`src/rtl/load_buf_pkg.sv`:
```
// +----------------------------------------------------------------------+
// | load_buf_pkg                                                         |
// | Shared state encoding and AXI constants for the load buffer DMA.     |
// | Revision: 1.0                                                        |
// +----------------------------------------------------------------------+
`default_nettype none

package load_buf_pkg;

    typedef enum logic [1:0] {
        ST_IDLE = 2'd0,
        ST_AR   = 2'd1,
        ST_DATA = 2'd2,
        ST_DONE = 2'd3
    } load_state_e;

    localparam logic [1:0] AXI_BURST_INCR = 2'b01;
    localparam logic [1:0] AXI_RESP_OKAY  = 2'b00;

    // One bit wider than arlen so beats past a 256-beat burst still count as overruns.
    localparam int unsigned BEAT_CNT_W = 9;

endpackage

`default_nettype wire

```
`src/rtl/load_buf_addr_gen.sv`:
```
// +----------------------------------------------------------------------+
// | load_buf_addr_gen                                                    |
// | SRAM write pointer: load start address, advance by stride, wrap.     |
// | Revision: 1.0                                                        |
// +----------------------------------------------------------------------+
`default_nettype none

module load_buf_addr_gen #(
    parameter int SRAM_AW = 8
) (
    input  logic               clk,
    input  logic               rst_n,
    input  logic               i_load,
    input  logic [SRAM_AW-1:0] i_load_addr,
    input  logic               i_step,
    input  logic [2:0]         i_stride_m1,
    output logic [SRAM_AW-1:0] o_ptr
);

    logic [SRAM_AW-1:0] w_stride;
    logic [SRAM_AW-1:0] w_ptr_nxt;

    // Modulo-2^SRAM_AW add gives the silent wrap for free.
    assign w_stride  = SRAM_AW'(i_stride_m1) + SRAM_AW'(1);
    assign w_ptr_nxt = i_load ? i_load_addr : (o_ptr + w_stride);

    load_buf_dffe #(
        .W (SRAM_AW)
    ) u_ptr_reg (
        .clk   (clk),
        .rst_n (rst_n),
        .i_en  (i_load | i_step),
        .i_d   (w_ptr_nxt),
        .o_q   (o_ptr)
    );

endmodule

`default_nettype wire

```
`src/rtl/load_buf_dffe.sv`:
```
// +----------------------------------------------------------------------+
// | load_buf_dffe                                                        |
// | Enabled D flip-flop bank with asynchronous active-low clear.         |
// | Revision: 1.0                                                        |
// +----------------------------------------------------------------------+
`default_nettype none

module load_buf_dffe #(
    parameter int W = 1
) (
    input  logic         clk,
    input  logic         rst_n,
    input  logic         i_en,
    input  logic [W-1:0] i_d,
    output logic [W-1:0] o_q
);

    always_ff @(posedge clk or negedge rst_n) begin
        if (!rst_n) begin
            o_q <= '0;
        end else if (i_en) begin
            o_q <= i_d;
        end
    end

endmodule

`default_nettype wire

```
`src/rtl/load_buf_dma.sv`:
```
// +----------------------------------------------------------------------+
// | load_buf_dma                                                         |
// | Single AXI4 INCR read burst per command, streamed into SRAM with a   |
// | programmable stride. Optional macro: LOAD_BUF_RESP_CHK_EN enables    |
// | per-beat RRESP/RID checking.                                         |
// | Revision: 1.0                                                        |
// +----------------------------------------------------------------------+
`default_nettype none

module load_buf_dma #(
    parameter int DATA_W  = 32,
    parameter int DRAM_AW = 12,
    parameter int SRAM_AW = 8,
    parameter int ID_W    = 8
) (
    input  logic                clk,
    input  logic                rst_n,
    input  logic                cmd_vld,
    output logic                cmd_rdy,
    input  logic [ID_W-1:0]     cmd_id,
    input  logic [DRAM_AW-1:0]  cmd_dram_addr,
    input  logic [7:0]          cmd_len,
    input  logic [2:0]          cmd_size,
    input  logic [2:0]          cmd_str,
    input  logic [SRAM_AW-1:0]  cmd_sram_addr,
    output logic [ID_W-1:0]     axi_arid,
    output logic [DRAM_AW-1:0]  axi_araddr,
    output logic [7:0]          axi_arlen,
    output logic [2:0]          axi_arsize,
    output logic [1:0]          axi_arburst,
    output logic                axi_arvalid,
    input  logic                axi_arready,
    input  logic [ID_W-1:0]     axi_rid,
    input  logic [DATA_W-1:0]   axi_rdata,
    input  logic [1:0]          axi_rresp,
    input  logic                axi_rlast,
    input  logic                axi_rvalid,
    output logic                axi_rready,
    output logic                sram_vld,
    output logic                sram_wen,
    output logic [SRAM_AW-1:0]  sram_addr,
    output logic [DATA_W-1:0]   sram_din,
    output logic [DATA_W/8-1:0] sram_be,
    output logic                load_busy,
    output logic                load_done,
    output logic                load_err
);

    import load_buf_pkg::*;

    load_state_e           r_state;
    load_state_e           w_state_nxt;
    logic [ID_W-1:0]       r_id;
    logic [DRAM_AW-1:0]    r_araddr;
    logic [7:0]            r_len;
    logic [2:0]            r_size;
    logic [2:0]            r_str;
    logic [BEAT_CNT_W-1:0] r_cnt;
    logic                  r_err;
    logic                  r_wr_slot;
    logic                  r_wr_en;
    logic [DATA_W-1:0]     r_wr_data;
    logic [SRAM_AW-1:0]    w_ptr;
    logic                  w_cmd_fire;
    logic                  w_beat_fire;
    logic                  w_beat_over;
    logic                  w_beat_bad;

    assign w_cmd_fire  = cmd_vld && (r_state == ST_IDLE);
    assign w_beat_fire = axi_rvalid && (r_state == ST_DATA);
    assign w_beat_over = r_cnt > BEAT_CNT_W'(r_len);

`ifdef LOAD_BUF_RESP_CHK_EN
    assign w_beat_bad = (axi_rresp != AXI_RESP_OKAY) || (axi_rid != r_id);
`else
    logic w_unused_resp;
    assign w_unused_resp = ^{axi_rid, axi_rresp};
    assign w_beat_bad    = 1'b0;
`endif

    always_ff @(posedge clk or negedge rst_n) begin
        if (!rst_n) begin
            r_state   <= ST_IDLE;
            r_id      <= '0;
            r_araddr  <= '0;
            r_len     <= '0;
            r_size    <= '0;
            r_str     <= '0;
            r_cnt     <= '0;
            r_err     <= 1'b0;
            r_wr_slot <= 1'b0;
            r_wr_en   <= 1'b0;
            r_wr_data <= '0;
        end else begin
            r_state <= w_state_nxt;
            if (w_cmd_fire) begin
                r_id     <= cmd_id;
                r_araddr <= cmd_dram_addr;
                r_len    <= cmd_len;
                r_size   <= cmd_size;
                r_str    <= cmd_str;
                r_cnt    <= '0;
                r_err    <= 1'b0;
            end
            // A bad-response beat keeps its slot so the pointer stays aligned.
            r_wr_slot <= w_beat_fire && !w_beat_over;
            r_wr_en   <= w_beat_fire && !w_beat_over && !w_beat_bad;
            if (w_beat_fire) begin
                r_wr_data <= axi_rdata;
                if (r_cnt != '1) begin
                    r_cnt <= r_cnt + BEAT_CNT_W'(1);
                end
                if (w_beat_over || w_beat_bad ||
                    (axi_rlast && (r_cnt != BEAT_CNT_W'(r_len)))) begin
                    r_err <= 1'b1;
                end
            end
        end
    end

    always_comb begin
        w_state_nxt = r_state;
        cmd_rdy     = 1'b0;
        axi_arvalid = 1'b0;
        axi_rready  = 1'b0;
        load_busy   = 1'b1;
        load_done   = 1'b0;
        load_err    = 1'b0;
        case (r_state)
            ST_IDLE: begin
                cmd_rdy   = 1'b1;
                load_busy = 1'b0;
                if (cmd_vld) begin
                    w_state_nxt = ST_AR;
                end
            end
            ST_AR: begin
                axi_arvalid = 1'b1;
                if (axi_arready) begin
                    w_state_nxt = ST_DATA;
                end
            end
            ST_DATA: begin
                axi_rready = 1'b1;
                if (axi_rvalid && axi_rlast) begin
                    w_state_nxt = ST_DONE;
                end
            end
            ST_DONE: begin
                load_done   = 1'b1;
                load_err    = r_err;
                w_state_nxt = ST_IDLE;
            end
            default: begin
                w_state_nxt = ST_IDLE;
            end
        endcase
    end

    load_buf_addr_gen #(
        .SRAM_AW (SRAM_AW)
    ) u_addr_gen (
        .clk         (clk),
        .rst_n       (rst_n),
        .i_load      (w_cmd_fire),
        .i_load_addr (cmd_sram_addr),
        .i_step      (r_wr_slot),
        .i_stride_m1 (r_str),
        .o_ptr       (w_ptr)
    );

    assign axi_arid    = r_id;
    assign axi_araddr  = r_araddr;
    assign axi_arlen   = r_len;
    assign axi_arsize  = r_size;
    assign axi_arburst = AXI_BURST_INCR;
    assign sram_vld    = r_wr_en;
    assign sram_wen    = r_wr_en;
    assign sram_addr   = w_ptr;
    assign sram_din    = r_wr_data;
    assign sram_be     = '1;

endmodule

`default_nettype wire

```
`config.mk`:
```
export PLATFORM = sky130hd
export DESIGN_NAME = load_buf_dma
export DESIGN_NICKNAME = d
export VERILOG_FILES = /design/src/rtl/load_buf_pkg.sv /design/src/rtl/load_buf_addr_gen.sv /design/src/rtl/load_buf_dffe.sv /design/src/rtl/load_buf_dma.sv
export SDC_FILE = /design/constraint.sdc
export NUM_CORES = 1
export LEC_CHECK = 0
export BUFFER_PORTS_ARGS = -buffer_cell sky130_fd_sc_hd__buf_2
export CELL_PAD_IN_SITES_DETAIL_PLACEMENT = 0
export CELL_PAD_IN_SITES_GLOBAL_PLACEMENT = 1
export CORE_MARGIN = 4
export CORE_UTILIZATION = 33
export CTS_BUF_LIST = sky130_fd_sc_hd__clkbuf_16
export CTS_CLUSTER_SIZE = 24
export DETAILED_ROUTE_END_ITERATION = 6
export GPL_TIMING_DRIVEN = 0
export MAX_ROUTING_LAYER = met4
export PLACE_DENSITY = 0.83
export RECOVER_POWER = 100
export SLEW_MARGIN = 0
export SYNTH_ARGS = -nofsm -noshare
export SYNTH_HDL_FRONTEND = slang
export SYNTH_SLANG_ARGS = --single-unit
```
`constraint.sdc`:
```
create_clock -name clk -period 2.4 [get_ports clk]
set_input_delay 0 -clock clk [delete_from_list [all_inputs] [get_ports clk]]
set_output_delay 0 -clock clk [all_outputs]
set_load 0.1 [all_outputs]
```
==> impl_results.md <==
* Setup CP Type: flop to flop
* CP arrival at 2.40 ns
* DR iter-0 viols at 139
* Setup Skew at 0.00435 ns
* DRT antenna net count at 0
* Reg clk slew, reported paths at 0.06 ns
* Cell breakdown of the critical path: ha_1 > and3_1 > and3_1 > ha_1 > and3b_1 > buf_6 > nor2_2 > o21bai_1 > a22o_1
* Mapped Cells at 382
* DR WL/cell at 14.5 µm
* Post-DP HPWL at 8150 µm
* GP Congestion at 0.778
* Port buffer count at 158
* Die width at 119 µm
* Post-CTS Resized at 0
* Startpoint types: flop
* CP endpoint kind: flop
* Placed cell count at 692
* Vias per cell at 4.66
* CP Max Fanout at 8
* Vias in the first global route at 3924
* Worst Hold Class: input port to flop
* EDFF count, synth at 0
* Non-Filler Instances at 785
* Clock buffer depth at 2
* I/O pin count at 175
* Flops & latches, synth at 87
* CP required at 2.62 ns
* Core footprint at 12000 µm²
* Fraction of layout cells with a size suffix above 1 at 0.220
* Initial antenna violation count at 2
* RSZ-0062 raised after global routing: no
* CTS tree: done
* Pin count of the biggest net entering global routing at 65
* Fill cells at 1131
* Site row count at 40
* Slew Limit Fails at 0
* Die area at 14100 µm²
* Fin Setup TNS at 0 ns
* Clock Latency Late Sink at 0.34 ns
* Most used flip-flop cell after synthesis: dfrtp_1
* DR pass1 iterations at 4
* Area delta synth->final at 47.9%
* Syn. warnings at 0
* Slowest-stage cell, CP: dfrtp_1
* Status: finished, final reports clean
* Syn_area_per_cell at 10.6 µm²
* Max H-tree Level at 3
* Synth cell types at 51
* FMAX at 460 MHz
* Initial core utilization at 0.336
* Clk sinks at 87
* Worst-Margin Slew at 1.42 ns
* Grt ovf at 0
* Slew headroom at 0.0557
* Largest stage delay, worst path at 0.42 ns
* First-pass GRT wire length at 19000 µm
* Final worst path period share at 0.906
* FFs w/ async S/R, synth at 1.00
* Min Tclk post-route at 2.17 ns
* Via count at 3658
* Inserted Clock Buffers at 9
* Root buf cell: clkbuf_16
* Max-cap viol count at 0
* # setup viols final at 0
* Worst path bufs/invs at 1
* Gr usage total at 0.172
* Post-Syn Area at 4040 µm²
* Sequential share of the synthesized area at 0.539
* DRC at 0
* Final net count at 741
* Final Hold Viols at 0
* Cell family with most CP delay: simple AND/OR/NAND/NOR gates
* Post-Route WL at 11400 µm
* Die H at 119 µm
==> cells in the mapped netlist (2+ instances only) <==
cell type / n / area share
a211oi_1: 3 / 0.0056
a22o_1: 2 / 0.0043
o2111ai_1: 2 / 0.0043
nor4_1: 2 / 0.0031
ha_1: 19 / 0.059
nor2_1: 5 / 0.0046
nor3_1: 2 / 0.0025
mux2_2: 32 / 0.089
a21oi_1: 4 / 0.0050
buf_4: 8 / 0.015
o21ai_1: 5 / 0.0062
o21ai_0: 18 / 0.022
a21o_1: 3 / 0.0056
nand4_1: 3 / 0.0046
buf_2: 11 / 0.014
dfrtp_1: 87 / 0.54
xor2_1: 2 / 0.0043
o211ai_1: 3 / 0.0056
a31oi_1: 3 / 0.0046
and3_1: 8 / 0.012
inv_1: 18 / 0.017
nand2_1: 101 / 0.094
conb_1: 2 / 0.0019
nand3_1: 9 / 0.011
mux2i_1: 2 / 0.0050
xnor2_1: 2 / 0.0043
nand3b_1: 2 / 0.0037
==> final timing paths <==
path | slack (ns) | end | cells past startpoint | from
hold reg to reg | 0.48 | axi_arid[3]$_DFFE_PN0P_ | 2 | axi_arid[3]$_DFFE_PN0P_
hold / removal | 0.04 | r_err$_DFF_PN0_ | 4 | axi_rlast
min in group asynchronous | 0.52 | r_cnt[0]$_DFF_PN0_ | 2 | rst_n
setup reg to reg | 0.23 | r_cnt[6]$_DFF_PN0_ | 9 | r_cnt[0]$_DFF_PN0_
setup / recovery | 0.23 | r_cnt[6]$_DFF_PN0_ | 9 | r_cnt[0]$_DFF_PN0_
max in group asynchronous | 0.92 | sram_din[0]$_DFFE_PN0P_ | 3 | rst_n
==> cells by family (layout without fill, tap and decap cells) <==
kind of cell | after synthesis | after routing | share of synthesized area
adders and majority gates | 20 | 20 | 0.0638
buffers and inverters | 40 | 290 | 0.0499
AOI/OAI and AO/OA | 51 | 51 | 0.0818
and+or+nand+nor | 144 | 144 | 0.161
muxes | 34 | 34 | 0.0942
DFF | 87 | 87 | 0.539
xor gates and xnor gates | 4 | 4 | 0.00868
other | 2 | 8 | 0.00186
==> worst min-delay path: cells and delay by family <==
kind                   cells  cell delay, ns
AO/OA/AOI/OAI              2            0.20
buffers and inverters      2            0.14
==> placed cells by master, fill, tap and decap left out, types with 6 or more instances in the layout <==
cell             n
buf_4            8
clkbuf_16        9
dfrtp_1         87
and3_1           8
mux2_2          31
buf_2           81
nand3_1          9
clkbuf_1        88
dlygate4sd3_1   75
nand2_1        102
o21ai_0         22
inv_1           19
conb_1           6
ha_1            19
==> flip-flops by register name (all words and copies together), names as in the netlist <==
name	count
axi_arsize	3
axi_araddr	12
r_state	2
axi_arlen	8
sram_din	32
sram_vld	1
r_cnt	9
axi_arid	8
u_addr_gen.u_ptr_reg.o_q	8
r_str	3
r_err	1
==> final cells by class <==
type	instances	area [µm²]	share of cell area
inverter	18	67.6	0.0113
antenna	2	5.00	0.000838
clock inverter	7	65.1	0.0109
clock buffer	9	225	0.0377
multi-input combinational	259	1650	0.277
timing repair buffer	234	1470	0.246
tap	147	184	0.0308
sequential	87	2180	0.364
buffer	22	125	0.0209
==> metal layers <==
layer / global-route usage / share of wire / up-vias
li1: - / - / 1783
met1: 0.191 / 0.41 / 1754
met2: 0.295 / 0.52 / 99
met3: 0.0383 / 0.049 / 22
met4: 0.0782 / 0.026 / 0
met5: - / 0 / -
==> per-stage QoR <==
| stage | worst slack (ns) | hold WS [ns] | utilization | instance area (µm²) |
|---|---|---|---|---|
| 3_5_place_dp | 0.275 | -0.0658 | 0.421 | 5060 |
| 2_1_floorplan | 0.110 | -0.296 | - | 4050 |
| 5_1_grt | 0.0801 | 0.0611 | 0.497 | 5970 |
| 4_1_cts | 0.258 | 0.0256 | 0.508 | 6100 |
| 3_3_place_gp | 0.290 | 0.190 | 0.419 | 5030 |
| 6_report | 0.226 | 0.0387 | 0.497 | 5970 |
==> timing repair <==
| item | 4_1_cts | 5_1_grt |
|---|---|---|
| setup buffers | 0 | 0 |
| endpoints found under the hold margin | 161 | 0 |
| hold buffers | 75 | 0 |
Power is left out: the tool's default activity adds up to more than one toggle a clock period on the data nets, which glitch-free logic cannot reach.
